[src/rtl/div_unit_pkg.sv]
// Shared constants and helpers for the iterative restoring divider.
package div_unit_pkg;

    // Operand width and number of restoring steps (one quotient bit per step)
    localparam int DIV_W     = 32;
    localparam int DIV_STEPS = 32;
    localparam int CNT_W     = 5;

    // Control-state encoding of the divider sequencer
    typedef enum logic [1:0] {
        DivFree   = 2'b00,
        DivByZero = 2'b01,
        DivOn     = 2'b10,
        DivEnd    = 2'b11
    } div_state_e;

    // Handshake levels used on the EX interface
    localparam logic DivResultReady    = 1'b1;
    localparam logic DivResultNotReady = 1'b0;
    localparam logic DivStart          = 1'b1;
    localparam logic DivStop           = 1'b0;

    // Index of the last restoring step
    localparam logic [CNT_W-1:0] LAST_STEP = CNT_W'(DIV_STEPS - 1);

    // 32-bit two's complement negation (wraps modulo 2^32)
    function automatic logic [DIV_W-1:0] neg32(input logic [DIV_W-1:0] v);
        return (~v) + {{(DIV_W-1){1'b0}}, 1'b1};
    endfunction

endpackage

[src/rtl/div_unit.sv]
// Iterative restoring 32-bit divider; returns {remainder, quotient} after 32 steps.
module div_unit
    import div_unit_pkg::*;
(
    input  logic                 clk,
    input  logic                 rst,
    input  logic                 signed_div_i,
    input  logic [DIV_W-1:0]     opdata1_i,
    input  logic [DIV_W-1:0]     opdata2_i,
    input  logic                 start_i,
    input  logic                 annul_i,
    output logic [2*DIV_W-1:0]   result_o,
    output logic                 ready_o
);

    div_state_e             state_q, state_d;
    logic [CNT_W-1:0]       cnt_q, cnt_d;
    logic [2*DIV_W:0]       w_q, w_d;          // 65-bit working register
    logic [DIV_W-1:0]       divisor_q, divisor_d;
    logic                   qsign_q, qsign_d;
    logic                   rsign_q, rsign_d;
    logic [2*DIV_W-1:0]     result_q, result_d;
    logic                   ready_q, ready_d;

    // Datapath helpers: operand magnitudes and one restoring step
    logic [DIV_W-1:0]       op1_mag;
    logic [DIV_W-1:0]       op2_mag;
    logic [DIV_W:0]         diff;
    logic [2*DIV_W:0]       step_w;
    logic [DIV_W-1:0]       quo_mag;
    logic [DIV_W-1:0]       rem_mag;

    // Negative operands are divided as magnitudes; signs are re-applied at the end
    always_comb begin
        op1_mag = opdata1_i;
        op2_mag = opdata2_i;
        if (signed_div_i && opdata1_i[DIV_W-1]) begin
            op1_mag = neg32(opdata1_i);
        end
        if (signed_div_i && opdata2_i[DIV_W-1]) begin
            op2_mag = neg32(opdata2_i);
        end
    end

    // One restoring step: trial-subtract the divisor from the partial-remainder window
    always_comb begin
        diff = w_q[2*DIV_W:DIV_W] - {1'b0, divisor_q};
        if (diff[DIV_W]) begin
            // Trial went negative: keep the remainder, shift in quotient bit 0
            step_w = {w_q[2*DIV_W-1:0], 1'b0};
        end else begin
            // Trial fits: replace the remainder with the difference, quotient bit 1
            step_w = {diff[DIV_W-1:0], w_q[DIV_W-1:0], 1'b1};
        end
        // Final results are taken from the register as it will be after this step
        quo_mag = step_w[DIV_W-1:0];
        rem_mag = step_w[2*DIV_W:DIV_W+1];
    end

    // Next-state and output logic of the divider sequencer
    always_comb begin
        state_d   = state_q;
        cnt_d     = cnt_q;
        w_d       = w_q;
        divisor_d = divisor_q;
        qsign_d   = qsign_q;
        rsign_d   = rsign_q;
        result_d  = result_q;
        ready_d   = ready_q;

        case (state_q)
            DivFree: begin
                result_d = '0;
                ready_d  = DivResultNotReady;
                if (start_i == DivStart && !annul_i) begin
                    if (opdata2_i == '0) begin
                        state_d = DivByZero;
                    end else begin
                        state_d   = DivOn;
                        cnt_d     = '0;
                        w_d       = {{DIV_W{1'b0}}, op1_mag, 1'b0};
                        divisor_d = op2_mag;
                        qsign_d   = signed_div_i & (opdata1_i[DIV_W-1] ^ opdata2_i[DIV_W-1]);
                        rsign_d   = signed_div_i & opdata1_i[DIV_W-1];
                    end
                end
            end

            DivByZero: begin
                result_d = '0;
                if (annul_i) begin
                    state_d = DivFree;
                    ready_d = DivResultNotReady;
                end else begin
                    state_d = DivEnd;
                    ready_d = DivResultReady;
                end
            end

            DivOn: begin
                if (annul_i) begin
                    state_d  = DivFree;
                    result_d = '0;
                    ready_d  = DivResultNotReady;
                end else begin
                    w_d   = step_w;
                    cnt_d = cnt_q + {{(CNT_W-1){1'b0}}, 1'b1};
                    if (cnt_q == LAST_STEP) begin
                        state_d  = DivEnd;
                        result_d = {(rsign_q ? neg32(rem_mag) : rem_mag),
                                    (qsign_q ? neg32(quo_mag) : quo_mag)};
                        ready_d  = DivResultReady;
                    end
                end
            end

            DivEnd: begin
                // Hold the result until EX releases the request; annul has no effect here
                if (start_i == DivStop) begin
                    state_d  = DivFree;
                    result_d = '0;
                    ready_d  = DivResultNotReady;
                end
            end

            default: begin
                state_d  = DivFree;
                result_d = '0;
                ready_d  = DivResultNotReady;
            end
        endcase
    end

    // State, datapath and output registers with synchronous reset
    always_ff @(posedge clk) begin
        if (rst) begin
            state_q   <= DivFree;
            cnt_q     <= '0;
            w_q       <= '0;
            divisor_q <= '0;
            qsign_q   <= 1'b0;
            rsign_q   <= 1'b0;
            result_q  <= '0;
            ready_q   <= DivResultNotReady;
        end else begin
            state_q   <= state_d;
            cnt_q     <= cnt_d;
            w_q       <= w_d;
            divisor_q <= divisor_d;
            qsign_q   <= qsign_d;
            rsign_q   <= rsign_d;
            result_q  <= result_d;
            ready_q   <= ready_d;
        end
    end

    assign result_o = result_q;
    assign ready_o  = ready_q;

endmodule

[config.mk]
export PLATFORM = sky130hd
export DESIGN_NAME = div_unit
export DESIGN_NICKNAME = d
export VERILOG_FILES = /design/src/rtl/div_unit_pkg.sv /design/src/rtl/div_unit.sv
export SDC_FILE = /design/constraint.sdc
export NUM_CORES = 1
export LEC_CHECK = 0
export BUFFER_PORTS_ARGS = -buffer_cell sky130_fd_sc_hd__buf_2
export CAP_MARGIN = 40
export CORE_MARGIN = 2
export CORE_UTILIZATION = 65
export DETAILED_ROUTE_END_ITERATION = 8
export MAX_ROUTING_LAYER = met4
export PLACE_DENSITY = 0.83
export SYNTH_ARGS = -nofsm -noshare
export SYNTH_HDL_FRONTEND = slang
export SYNTH_SLANG_ARGS = --single-unit
[constraint.sdc]
create_clock -name clk -period 9.34 [get_ports clk]
set_input_delay 1.868 -clock clk [delete_from_list [all_inputs] [get_ports clk]]
set_output_delay 1.868 -clock clk [all_outputs]
set_load 0.01 [all_outputs]
# ---- After elaboration in Yosys (flattened, before gate mapping)
# Cells that the tools add are included.
dict set report totals {
  register_bits 171
  out_inout_bits 65
  word_cells 72
}
dict set report op_classes {
  add_sub_neg 6
  n_eq_ne 9
  n_mux 29
  bitwise_logic 8
  n_reduce_logical 12
}
# cell count
set op_table {}
lappend op_table {{$mux 65} 4}
lappend op_table {{$mux 64} 3}
lappend op_table {{$pmux 64 s3} 1}
lappend op_table {{$pmux 65 s2} 1}
lappend op_table {{$add 32x1->32 const B} 4}
lappend op_table {{$mux 32} 4}
lappend op_table {{$not 32->32} 4}
lappend op_table {{$sub 33x32->33} 1}
lappend op_table {{$logic_not 32->1} 1}
lappend op_table {{$mux 5} 3}
lappend op_table {{$mux 2} 6}
lappend op_table {{$pmux 5 s2} 1}
lappend op_table {{$ne 2x2->1 const B} 4}
lappend op_table {{$pmux 2 s4} 1}
lappend op_table {{$reduce_and 3->1} 2}
lappend op_table {{$add 5x1->5 const B} 1}
lappend op_table {{$eq 5x5->1 const B} 1}
lappend op_table {{$eq 2x2->1 const B} 2}
lappend op_table {{$mux 1} 4}
lappend op_table {{$pmux 1 s4} 1}
lappend op_table {{$reduce_and 4->1} 1}
lappend op_table {{$logic_and 1x1->1} 3}
lappend op_table {{$ne 3x3->1 const B} 1}
lappend op_table {{$and 1x1->1} 2}
lappend op_table {{other kinds (8)} 8}

# ---- Longest topological paths before layout
# Gate-level depths: netlist (run 1).
dict set report depth {
  word_depth 8
  mapped_depth 26
  depth_no_buf 23
}

# ---- Worst setup path after synthesis (run 1)
# Ideal clock, no wire load.
dict set report synth_timing {
  path_type {register -> register}
  startpoint {register w_q[32]}
  endpoint {register result_q[60], in the netlist result_o[60]}
  setup_ps 117
  t_arrival_ps 4796
  required_time_ps 9223
  path_slack_ps 4427
  stages_incl_launch_ff 26
  n_path_buf 3
  path_cell_list {dfxtp_1 inv_1 ha_1 inv_1 fa_1 a211oi_2 o21ai_2 o211ai_2 a2111oi_4 nor3_2 nor2_4 inv_4 buf_6 buf_2 buf_2 o21ai_0 inv_1 ha_1 o2111ai_1 a211oi_1 nand3_1 a222oi_1 nand4b_2 o31ai_2 xnor2_1 a22o_1}
}
dict set report synth_between {
  elab_chain_cells 8
}
# element line
set synth_lines {}
lappend synth_lines {{start, declared} div_unit.sv:18} ;# logic [2*DIV_W:0] w_q, w_d;
lappend synth_lines {{start signal, assigned} div_unit.sv:148} ;# w_q <= w_d;
lappend synth_lines {{$sub 33x32->33} div_unit.sv:47} ;# diff = w_q[2*DIV_W:DIV_W] - {1'b0, divisor_q};
lappend synth_lines {{$mux 65 (*)} div_unit.sv:48} ;# if (diff[DIV_W]) begin
lappend synth_lines {{$not 32->32} div_unit_pkg.sv:28} ;# return (~v) + {{(DIV_W-1){1'b0}}, 1'b1};
lappend synth_lines {{$add 32x1->32} div_unit_pkg.sv:28}
lappend synth_lines {{$mux 32 (*)} div_unit.sv:110} ;# result_d = {(rsign_q ? neg32(rem_mag) : rem_mag),
lappend synth_lines {{$mux 64 (*)} div_unit.sv:108} ;# if (cnt_q == LAST_STEP) begin
lappend synth_lines {{$mux 64 (*)} div_unit.sv:101} ;# if (annul_i) begin
lappend synth_lines {{$pmux 64 s3 (*)} div_unit.sv:71} ;# case (state_q)
lappend synth_lines {{end signal, assigned} div_unit.sv:152} ;# result_q <= result_d;
lappend synth_lines {{end, declared} div_unit.sv:22} ;# logic [2*DIV_W-1:0] result_q, result_d;
# Every way passes the cells marked *; elsewhere a longest branch is shown, timed or not. The select of a mux whose other input is x is not followed.
# A chain may end at the register's enable or synchronous reset.

# ---- Final worst setup path (run 1)
dict set report layout_timing {
  startpoint {register w_q[32]}
  endpoint {register result_q[62], in the netlist result_o[62]}
}
# Same word-level chain as after synthesis.

==> flow_metrics.env, run 1 <==
export IMPL_placementRows=49
export IMPL_yosysSeqAreaShare_pct=29.1
export IMPL_grt_max_degree=88
export IMPL_syn_inst=1556
export IMPL_hold_class="reg2reg"
export IMPL_final_hold_viol_count=0
export IMPL_synth_largest_area_cell="dfxtp_1"
export IMPL_max_clock_freq_ghz=0.170
export IMPL_cts_tree="built"
export IMPL_area_delta_synth_final_pct=11.5
export IMPL_vdd_ir_drop_max_uv=217
export IMPL_max_cap_viol_count=0
export IMPL_clk_pin_slew_ps=80
export IMPL_status="completed"
export IMPL_grt_pass1_wl_um=57400
export IMPL_finalCriticalPeriod_ps=5900
export IMPL_grt_overflow=0
export IMPL_nFillCells=1466
export IMPL_rsz0062_at_grt="no"
export IMPL_use_met3_pct=5.47
export IMPL_rr_worst_depth=23
export IMPL_grt_usage_pct=37.9
export IMPL_routed_via_density=6.33
export IMPL_nets=1746
export IMPL_clk_latency_ps=440
export IMPL_min_delay_start="result_o[17]"
export IMPL_worstHoldEndpoint="result_o[17]"
export IMPL_diodes=0
export IMPL_drc_errors=0
export IMPL_ff_latch_area_sq_um=3420
export IMPL_grt_pass1_vias=10700
export IMPL_post_cts_buffers=0
export IMPL_postPlaceCellArea_sq_um=12500
export IMPL_async_flop_share_pct=0
export IMPL_gr_usage_met1_pct=56.2
export IMPL_syn_area_per_cell_sq_um=7.55
export IMPL_synth_top_cell_area_share_pct=29.1
export IMPL_drive_gt1_share_pct=13.6
export IMPL_ant_nets=0
export IMPL_top_usage_layer="met1"
export IMPL_worstPathMaxFanout=43
export IMPL_firstDrtPassIters=5
export IMPL_met2_usage_pct=54.5
export IMPL_startpoint_type="flop"
export IMPL_syn_nets=1667
export IMPL_totalWireLength_um=35900
export IMPL_finalSetupViolations=0
export IMPL_yosysWarnings=0
export IMPL_io_pins=134
export IMPL_period_share_pct=63.1
export IMPL_slew_headroom_pct=39.2
export IMPL_cts_root_buf="clkbuf_16"
export IMPL_clock_path_buffers=2
export IMPL_fp_coreArea_sq_um=17800
export IMPL_synthDistinctLibCells=86
export IMPL_yosys_top_cells_area="dfxtp_1 29%, nand2_1 6.7%, xnor2_1 6.2%, nor2_1 5.7%, a21oi_1 4.9%"
export IMPL_drt_iter0_drc=1278
export IMPL_numCtsBuffers=17
export IMPL_crit_arrival_ps=6190
export IMPL_portBuffers=133
export IMPL_die_area_sq_um=19200
export IMPL_die_y_um=138
export IMPL_start_util_pct=65.9
export IMPL_final_util_pct=73.4
export IMPL_finalSetupTns_ps=0
export IMPL_r2r_start="w_q[32]"
export IMPL_htreeDepth=4
export IMPL_syn_area_sq_um=11800
export IMPL_r2r_setup_slack_ps=3440
export IMPL_cp_end_kind="flop"
export IMPL_crit_type="reg2reg"
export IMPL_place_gp_congestion=0.993
export IMPL_cts_resized=0
export IMPL_ys_seq_elements=171
export IMPL_synth_edf_count=0
export IMPL_p_leak_nw=5.24
export IMPL_yosys_most_used_dff="dfxtp_1"
export IMPL_multiInputGateArea_sq_um=7720
export IMPL_maxSlewViolCount=0
export IMPL_dp_hpwl_um=26700
export IMPL_antenna_found_initial=0
export IMPL_dp_worst_setup_slack_ps=3610
export IMPL_power_density_nw_per_um2=266
export IMPL_cts_sinks=171
export IMPL_cts_hold_buf=0
export IMPL_tightest_slew_ps=912
export IMPL_vias=11900
export IMPL_fp_dieW_um=138
export IMPL_worst_slack_ps=3440
export IMPL_rr_endpoint="result_o[62]"
export IMPL_cp_required_ps=9640
export IMPL_stdcell_area_sq_um=13100
export IMPL_skew_ps=11.5
export IMPL_wl_per_cell_um=19.1
export IMPL_min_delay_path_depth=2
export IMPL_worstSetupStartpoint="w_q[32]"
export IMPL_p_total_w=0.00349
[cells in the mapped netlist (5+ instances only)]
library cell and count:
clkbuf_1 59, o41ai_1 14, or3_1 9, o31ai_1 23, nand3b_1 6, nor3_1 29
and3_1 9, o21ai_1 14, a21o_1 13, o2bb2ai_1 6, a31oi_1 8, a22oi_1 51
or4_1 12, buf_2 20, a21oi_1 116, inv_1 58, nand3_1 21, nand2_1 210
a21boi_0 7, nor2_1 179, nand4_1 14, o211ai_1 9, ha_1 41, buf_4 5
buf_1 5, nor4_1 9, and2_1 12, a41oi_1 5, nand2b_1 10, nor2b_1 11
xnor2_1 83, a211oi_1 36, o21a_1 9, xor2_1 61, dfxtp_1 171, mux2i_1 19
o21ai_0 105
[stage by stage]
stage / cells / hold WS, ps
3_3_place_gp: 1837 / 429
6_report: 1877 / 453
4_1_cts: 1877 / 453
2_1_floorplan: 1556 / 432
3_5_place_dp: 1845 / 438
5_1_grt: 1877 / 482
[layout by cell type, fill, tap and decap left out, types with 10 or more instances in the layout]
| cell | netlist | final |
|---|---|---|
| xor2_1 | 61 | 61 |
| or4_1 | 12 | 12 |
| a21o_1 | 13 | 13 |
| o21ai_0 | 105 | 105 |
| nand3_1 | 21 | 21 |
| a22oi_1 | 51 | 51 |
| a21oi_1 | 116 | 116 |
| buf_2 | 20 | 133 |
| o31ai_1 | 23 | 23 |
| a211oi_1 | 36 | 36 |
| xnor2_1 | 83 | 83 |
| dfxtp_1 | 171 | 171 |
| buf_4 | 5 | 14 |
| nand2_1 | 210 | 210 |
| o21ai_1 | 14 | 12 |
| nand4_1 | 14 | 14 |
| o41ai_1 | 14 | 14 |
| nor3_1 | 29 | 29 |
| nor2b_1 | 11 | 10 |
| nor2_1 | 179 | 178 |
| ha_1 | 41 | 40 |
| nand2b_1 | 10 | 10 |
| mux2i_1 | 19 | 19 |
| inv_1 | 58 | 58 |
| and2_1 | 12 | 12 |
| clkbuf_16 | 0 | 17 |
[logic make-up after synthesis]
| group | count (synthesis) | share of synthesized area, % |
|---|---|---|
| AOI/OAI and AO/OA | 473 | 26.9 |
| DFF | 171 | 29.1 |
| buffers and inverters | 152 | 5.40 |
| and+or+nand+nor | 553 | 21.5 |
| xor gates and xnor gates | 144 | 10.7 |
| adders and majority gates | 42 | 4.54 |
| muxes | 21 | 1.83 |
[final cells by class]
cell class	instances	area share, %
Tap cell	229	2.19
Multi-Input combinational cell	1233	58.9
Clock inverter	15	1.17
Clock buffer	17	3.25
Sequential cell	171	26.1
Inverter	59	1.71
Timing Repair Buffer	153	6.62
[worst max-delay path: stages, from the launching register on]
cell	delay, ps
dfxtp_1	340
inv_1	110
ha_1	170
inv_1	50
fa_1	470
a211oi_2	330
o21ai_2	170
o211ai_2	270
a2111oi_4	140
nor3_2	450
buf_6	230
nor2_4	50
inv_4	380
o21ai_0	290
inv_1	110
ha_1	210
o2111ai_1	160
a211oi_1	290
nand3_1	180
a222oi_1	520
nand4b_2	250
o31ai_1	310
xor2_1	170
o21ai_1	70
[sequential cells by signal, summed over array words and instances (netlist names)]
signal and flops:
w_q 65, cnt_q 5, qsign_q 1, divisor_q 32, ready_o 1, rsign_q 1
result_o 64, state_q 2
[where the power goes]
| part | internal (W) | switching (W) |
|---|---|---|
| Clock | 0.000355 | 0.000345 |
| Combinational | 0.000666 | 0.00123 |
| Sequential | 0.000807 | 0.0000841 |
[worst max-delay path by stage]
stage / to / cells past startpoint
floorplan: result_o[60] / 25
global placement: result_o[62] / 22
detailed placement: result_o[62] / 23
CTS: result_o[62] / 23
global route: result_o[62] / 23
finish: result_o[62] / 23
[routing by layer]
metal / up-vias / routed length [um]
met5: - / 0
met2: 584 / 15400
met3: 45 / 3190
li1: 5687 / -
met4: 0 / 547
met1: 5558 / 16700
Power figures use the tool's default switching activity.
==> run 2, diff against run 1 <==
- CORE_UTILIZATION: 65 -> 54
- PLACE_DENSITY: 0.83 -> 0.73
- clock period: 9.34 -> 4.8 ns (I/O delays scaled with it)
==> run 2 against run 1 <==
Compared with the run above:
- die area increased by 20%
- worst setup slack got worse by 3200 ps
- total power increased by 100%
- final cell count increased by 4.9%
- combinational power increased by 110%
- critical path depth decreased by 2
- hold slack got worse by 9.8 ps
- clock-buffer cell count increased by 1
- largest cell class unchanged
==> flow_metrics.env, run 2 (synthesized netlist as in run 1, its figures left out) <==
export IMPL_crit_arrival_ps=4860
export IMPL_maxSlewViolCount=0
export IMPL_max_clock_freq_ghz=0.221
export IMPL_max_cap_viol_count=0
export IMPL_startpoint_type="flop"
export IMPL_drt_iter0_drc=1119
export IMPL_die_area_sq_um=23000
export IMPL_grt_max_degree=67
export IMPL_regMostFlops="w_q"
export IMPL_slew_headroom_pct=40.3
export IMPL_die_y_um=152
export IMPL_cts_sinks=171
export IMPL_most_common_layout_cells="210 x nand2_1, 178 x nor2_1, 171 x dfxtp_1, 132 x buf_2, 116 x a21oi_1"
export IMPL_min_delay_start="result_o[63]"
export IMPL_skew_ps=9.89
export IMPL_min_delay_path_depth=2
export IMPL_power_density_nw_per_um2=518
export IMPL_area_delta_synth_final_pct=15.5
export IMPL_multiInputGateArea_sq_um=7780
export IMPL_final_common_cell="nand2_1"
export IMPL_fp_coreArea_sq_um=21200
export IMPL_p_leak_nw=5.47
export IMPL_portBuffers=133
export IMPL_htreeDepth=4
export IMPL_drive_gt1_share_pct=16.2
export IMPL_totalWireLength_um=37100
export IMPL_p_total_w=0.00702
export IMPL_vdd_ir_drop_max_uv=268
export IMPL_io_pins=134
export IMPL_place_gp_congestion=0.995
export IMPL_worstPathMaxFanout=4
export IMPL_cp_required_ps=5140
export IMPL_final_hold_viol_count=0
export IMPL_dp_worst_setup_slack_ps=76.8
export IMPL_ff_latch_area_sq_um=3420
export IMPL_tightest_slew_ps=888
export IMPL_clock_path_buffers=2
export IMPL_dp_hpwl_um=27900
export IMPL_largest_reg_flops=65
export IMPL_nets=1792
export IMPL_rr_endpoint="result_o[62]"
export IMPL_r2r_setup_slack_ps=270
export IMPL_cts_tree="built"
export IMPL_numCtsBuffers=17
export IMPL_rr_worst_depth=21
export IMPL_crit_top_cell="inv_1"
export IMPL_worstHoldEndpoint="result_o[63]"
export IMPL_status="completed"
export IMPL_drc_errors=0
export IMPL_grt_pass1_vias=10900
export IMPL_grt_pass1_wl_um=57800
export IMPL_routed_via_density=6.05
export IMPL_firstDrtPassIters=5
export IMPL_crit_slowest_cell="a222oi_1"
export IMPL_hold_class="reg2reg"
export IMPL_finalCriticalPeriod_ps=4530
export IMPL_period_share_pct=94.3
export IMPL_grt_usage_pct=33.4
export IMPL_placementRows=53
export IMPL_r2r_start="w_q[32]"
export IMPL_cts_root_buf="clkbuf_16"
export IMPL_wl_per_cell_um=18.8
export IMPL_cp_cell_sequence="inv_1 -> ha_2 -> inv_1 -> fa_2 -> a211oi_4 -> o21ai_2 -> o211ai_2 -> a2111oi_4 -> o21a_2 -> nor2_4 -> mux2i_4 -> ha_4 -> o2111ai_2 -> a211oi_2 -> nand3_1 -> a222oi_1 -> buf_4 -> nand4b_2 -> o31ai_1 -> xor2_1 -> o21ai_1"
export IMPL_crit_type="reg2reg"
export IMPL_clk_pin_slew_ps=70
export IMPL_ant_nets=0
export IMPL_cp_end_kind="flop"
export IMPL_vias=11900
export IMPL_antenna_found_initial=1
export IMPL_clk_latency_ps=450
export IMPL_nFillCells=1908
export IMPL_cp_slowest_stage_delay_ps=380
export IMPL_fp_dieW_um=152
export IMPL_finalSetupViolations=0
export IMPL_start_util_pct=55.4
export IMPL_worst_slack_ps=274
export IMPL_grt_overflow=0
==> run 2: cell count changes in the layout (fill, tap and decap cells not counted), moves of 3 or more <==
| cell | delta |
|---|---|
| inv_8 | -3 |
| buf_8 | -3 |
| buf_4 | +48 |
| inv_6 | +3 |
==> run 2: timing repair <==
item,in CTS,in global routing
hold endpoints to repair,0,0
resized for setup,0,4
hold buffers,0,0
setup buffers,0,1
setup endpoints to repair,0,5
==> run 2: metal layers <==
metal  global-route usage, %  part of all wire [%]  vias up
met3                    5.81                   7.9       69
li1                        -                     -     5780
met4                    12.7                   2.9        0
met2                    48.1                    43      504
met5                       -                     0        -
met1                    46.8                    47     5567
==> run 2: how the worst max path moves through the flow <==
stage                     slack, ps    start      endpoint  cells past startpoint
after global placement          170  w_q[32]  result_o[60]                     21
after CTS                        40  w_q[32]  result_o[60]                     21
after detailed placement         80  w_q[32]  result_o[60]                     21
after global routing            -10  w_q[32]  result_o[60]                     24
after floorplan                   5  w_q[32]  result_o[60]                     22
final                           270  w_q[32]  result_o[62]                     21
==> run 2: layout make-up <==
type / instances / area share [%]
clock inverter: 13 / 0.940
timing repair buffer: 199 / 9.03
tap: 275 / 2.54
multi-input combinational: 1233 / 57.4
clock buffer: 18 / 3.24
sequential: 171 / 25.2
antenna: 1 / 0.0184
inverter: 59 / 1.65
==> run 2: critical path, delay by kind of cell, from the launching register on <==
| kind | cells | cell delay, ps |
|---|---|---|
| AOI/OAI and AO/OA | 10 | 2090 |
| muxes | 1 | 310 |
| buffers and inverters | 3 | 310 |
| DFF | 1 | 320 |
| adders and majority gates | 3 | 730 |
| and+or+nand+nor | 3 | 490 |
| xor gates and xnor gates | 1 | 180 |
==> run 2: report_power, final <==
group | internal, W | switching, W
Sequential | 0.00157 | 0.000152
Clock | 0.000737 | 0.000636
Combinational | 0.00144 | 0.00248
==> run 2: through the flow <==
step	cells	hold slack (ps)	area [sq um]	utilization, %	TNS (ps)
2_1_floorplan	1556	432	11800	-	0
3_3_place_gp	1933	431	12900	60.8	0
3_5_place_dp	1936	436	13000	61.1	0
4_1_cts	1967	445	13500	63.8	0
5_1_grt	1969	468	13600	64.0	-22.0
6_report	1969	443	13600	64.0	0
==> run 3, diff against run 2 <==
- CORE_UTILIZATION: 54 -> 50
- PLACE_DENSITY: 0.73 -> 0.66
- clock period: 4.8 -> 5.85 ns (I/O delays scaled with it)
==> run 3 against run 2 <==
Compared with the run above:
- design area fell by 2.5%
- clock-buffer cell count did not move
- sequential share of layout area rose by 0.66 points
- fmax fell by 17%
- sequential power fell by 18%
- die area rose by 7.8%
- routed wire length barely moved
- sequential cell count did not move
- core utilization fell by 7.1 points
==> flow_metrics.env, run 3 (synthesized netlist as in run 1, its figures left out) <==
export IMPL_met2_usage_pct=43.8
export IMPL_firstDrtPassIters=5
export IMPL_most_common_layout_cells="210 x nand2_1, 178 x nor2_1, 171 x dfxtp_1, 133 x buf_2, 116 x a21oi_1"
export IMPL_ant_nets=0
export IMPL_totalWireLength_um=37000
export IMPL_finalSetupTns_ps=0
export IMPL_grt_pass1_vias=10400
export IMPL_rsz0062_at_grt="no"
export IMPL_place_gp_congestion=0.936
export IMPL_clk_pin_slew_ps=70
export IMPL_drive_gt1_share_pct=13.9
export IMPL_cp_slowest_stage_delay_ps=610
export IMPL_top_usage_layer="met1"
export IMPL_ff_latch_area_sq_um=3420
export IMPL_routed_via_density=5.88
export IMPL_multiInputGateArea_sq_um=7720
export IMPL_grt_max_degree=77
export IMPL_final_common_cell="nand2_1"
export IMPL_hold_class="reg2reg"
export IMPL_tightest_slew_ps=855
export IMPL_use_met3_pct=3.66
export IMPL_vdd_ir_drop_max_uv=157
export IMPL_die_area_sq_um=24700
export IMPL_nFillCells=2263
export IMPL_cp_end_kind="flop"
export IMPL_startpoint_type="flop"
export IMPL_grt_usage_pct=30.7
export IMPL_crit_slowest_cell="a222oi_1"
export IMPL_max_cap_viol_count=0
export IMPL_fp_coreArea_sq_um=23300
export IMPL_io_pins=134
export IMPL_cts_sinks=171
export IMPL_worstPathMaxFanout=15
export IMPL_vias=11600
export IMPL_nets=1753
export IMPL_die_y_um=157
export IMPL_status="completed"
export IMPL_htreeDepth=4
export IMPL_finalCriticalPeriod_ps=5440
export IMPL_p_total_w=0.00563
export IMPL_grt_overflow=0
export IMPL_regMostFlops="w_q"
export IMPL_final_util_pct=56.9
export IMPL_clk_latency_ps=440
export IMPL_postPlaceCellArea_sq_um=12600
export IMPL_stdcell_area_sq_um=13200
export IMPL_diodes=0
export IMPL_cts_root_buf="clkbuf_16"
export IMPL_drt_iter0_drc=817
export IMPL_final_hold_viol_count=0
export IMPL_cts_hold_buf=0
export IMPL_clock_path_buffers=2
export IMPL_crit_top_cell="inv_1"
export IMPL_numCtsBuffers=17
export IMPL_fp_dieW_um=157
export IMPL_max_clock_freq_ghz=0.184
export IMPL_maxSlewViolCount=0
export IMPL_post_cts_buffers=0
export IMPL_cp_required_ps=6160
export IMPL_finalSetupViolations=0
export IMPL_portBuffers=133
export IMPL_gr_usage_met1_pct=45.5
export IMPL_placementRows=56
export IMPL_slew_headroom_pct=41.5
export IMPL_period_share_pct=93.1
export IMPL_crit_type="reg2reg"
export IMPL_largest_reg_flops=65
export IMPL_cts_resized=0
export IMPL_dp_hpwl_um=27800
export IMPL_drc_errors=0
export IMPL_skew_ps=14.4
export IMPL_wl_per_cell_um=18.8
export IMPL_power_density_nw_per_um2=426
export IMPL_cp_cell_sequence="inv_1 -> ha_1 -> inv_1 -> fa_1 -> a211oi_2 -> o21ai_2 -> o211ai_2 -> a2111oi_4 -> o21a_2 -> nor2_4 -> inv_4 -> o21ai_0 -> inv_1 -> ha_1 -> o2111ai_1 -> a211oi_1 -> nand3_1 -> a222oi_1 -> nand4b_2 -> o31ai_1 -> xor2_1 -> o21ai_1"
export IMPL_p_leak_nw=5.26
export IMPL_area_delta_synth_final_pct=12.5
export IMPL_antenna_found_initial=0
export IMPL_grt_pass1_wl_um=57600
export IMPL_crit_arrival_ps=5750
export IMPL_cts_tree="built"
export IMPL_start_util_pct=50.5
[run 3: changes by cell type in the layout (fill, tap and decap cells not counted), sizes merged]
cell      before  now
clkinvlp       2    3
buf          199  160
diode          1    0
[run 3: worst paths after layout]
| kind | cells past startpoint | from | slack [ps] | end |
|---|---|---|---|---|
| max | 22 | w_q[32] | 410 | result_o[62] |
| min | 2 | result_o[55] | 440 | result_o[55] |
| max reg2reg | 22 | w_q[32] | 410 | result_o[62] |
| min reg2reg | 2 | result_o[55] | 440 | result_o[55] |
[run 3: report_power, final]
part | total (W) | internal (W) | leakage, nW | switching (W)
clock | 0.00115 | 0.000605 | 0.276 | 0.000549
sequential | 0.00141 | 0.00129 | 1.39 | 0.000124
combinational | 0.00306 | 0.00106 | 3.60 | 0.00200
[run 3: per-stage QoR]
step                      setup WS (ps)  hold WS (ps)  cells
after floorplan                     937           432   1556
after global placement              612           430   1939
after detailed placement            492           441   1942
after CTS                           481           450   1974
after global routing               51.5           475   1974
final                               405           443   1974
[run 3: per-layer routing]
| metal | vias to the layer above | routed length [um] |
|---|---|---|
| met5 | - | 0 |
| met4 | 0 | 628 |
| met2 | 413 | 15600 |
| met3 | 37 | 2390 |
| met1 | 5445 | 18400 |
| li1 | 5703 | - |
[run 3: critical path: cells and delay by family, from the launching register on]
family | cells | cell delay [ps]
xor gates and xnor gates | 1 | 180
and+or+nand+nor | 3 | 540
DFF | 1 | 350
AOI/OAI and AO/OA | 11 | 3090
buffers and inverters | 4 | 410
adders and majority gates | 3 | 770
[run 3: cell type report]
class / count / area share, %
Clock inverter: 14 / 1.14
Tap cell: 319 / 3.02
Timing Repair Buffer: 160 / 6.62
Clock buffer: 18 / 3.25
Multi-Input combinational cell: 1233 / 58.4
Sequential cell: 171 / 25.9
Inverter: 59 / 1.69
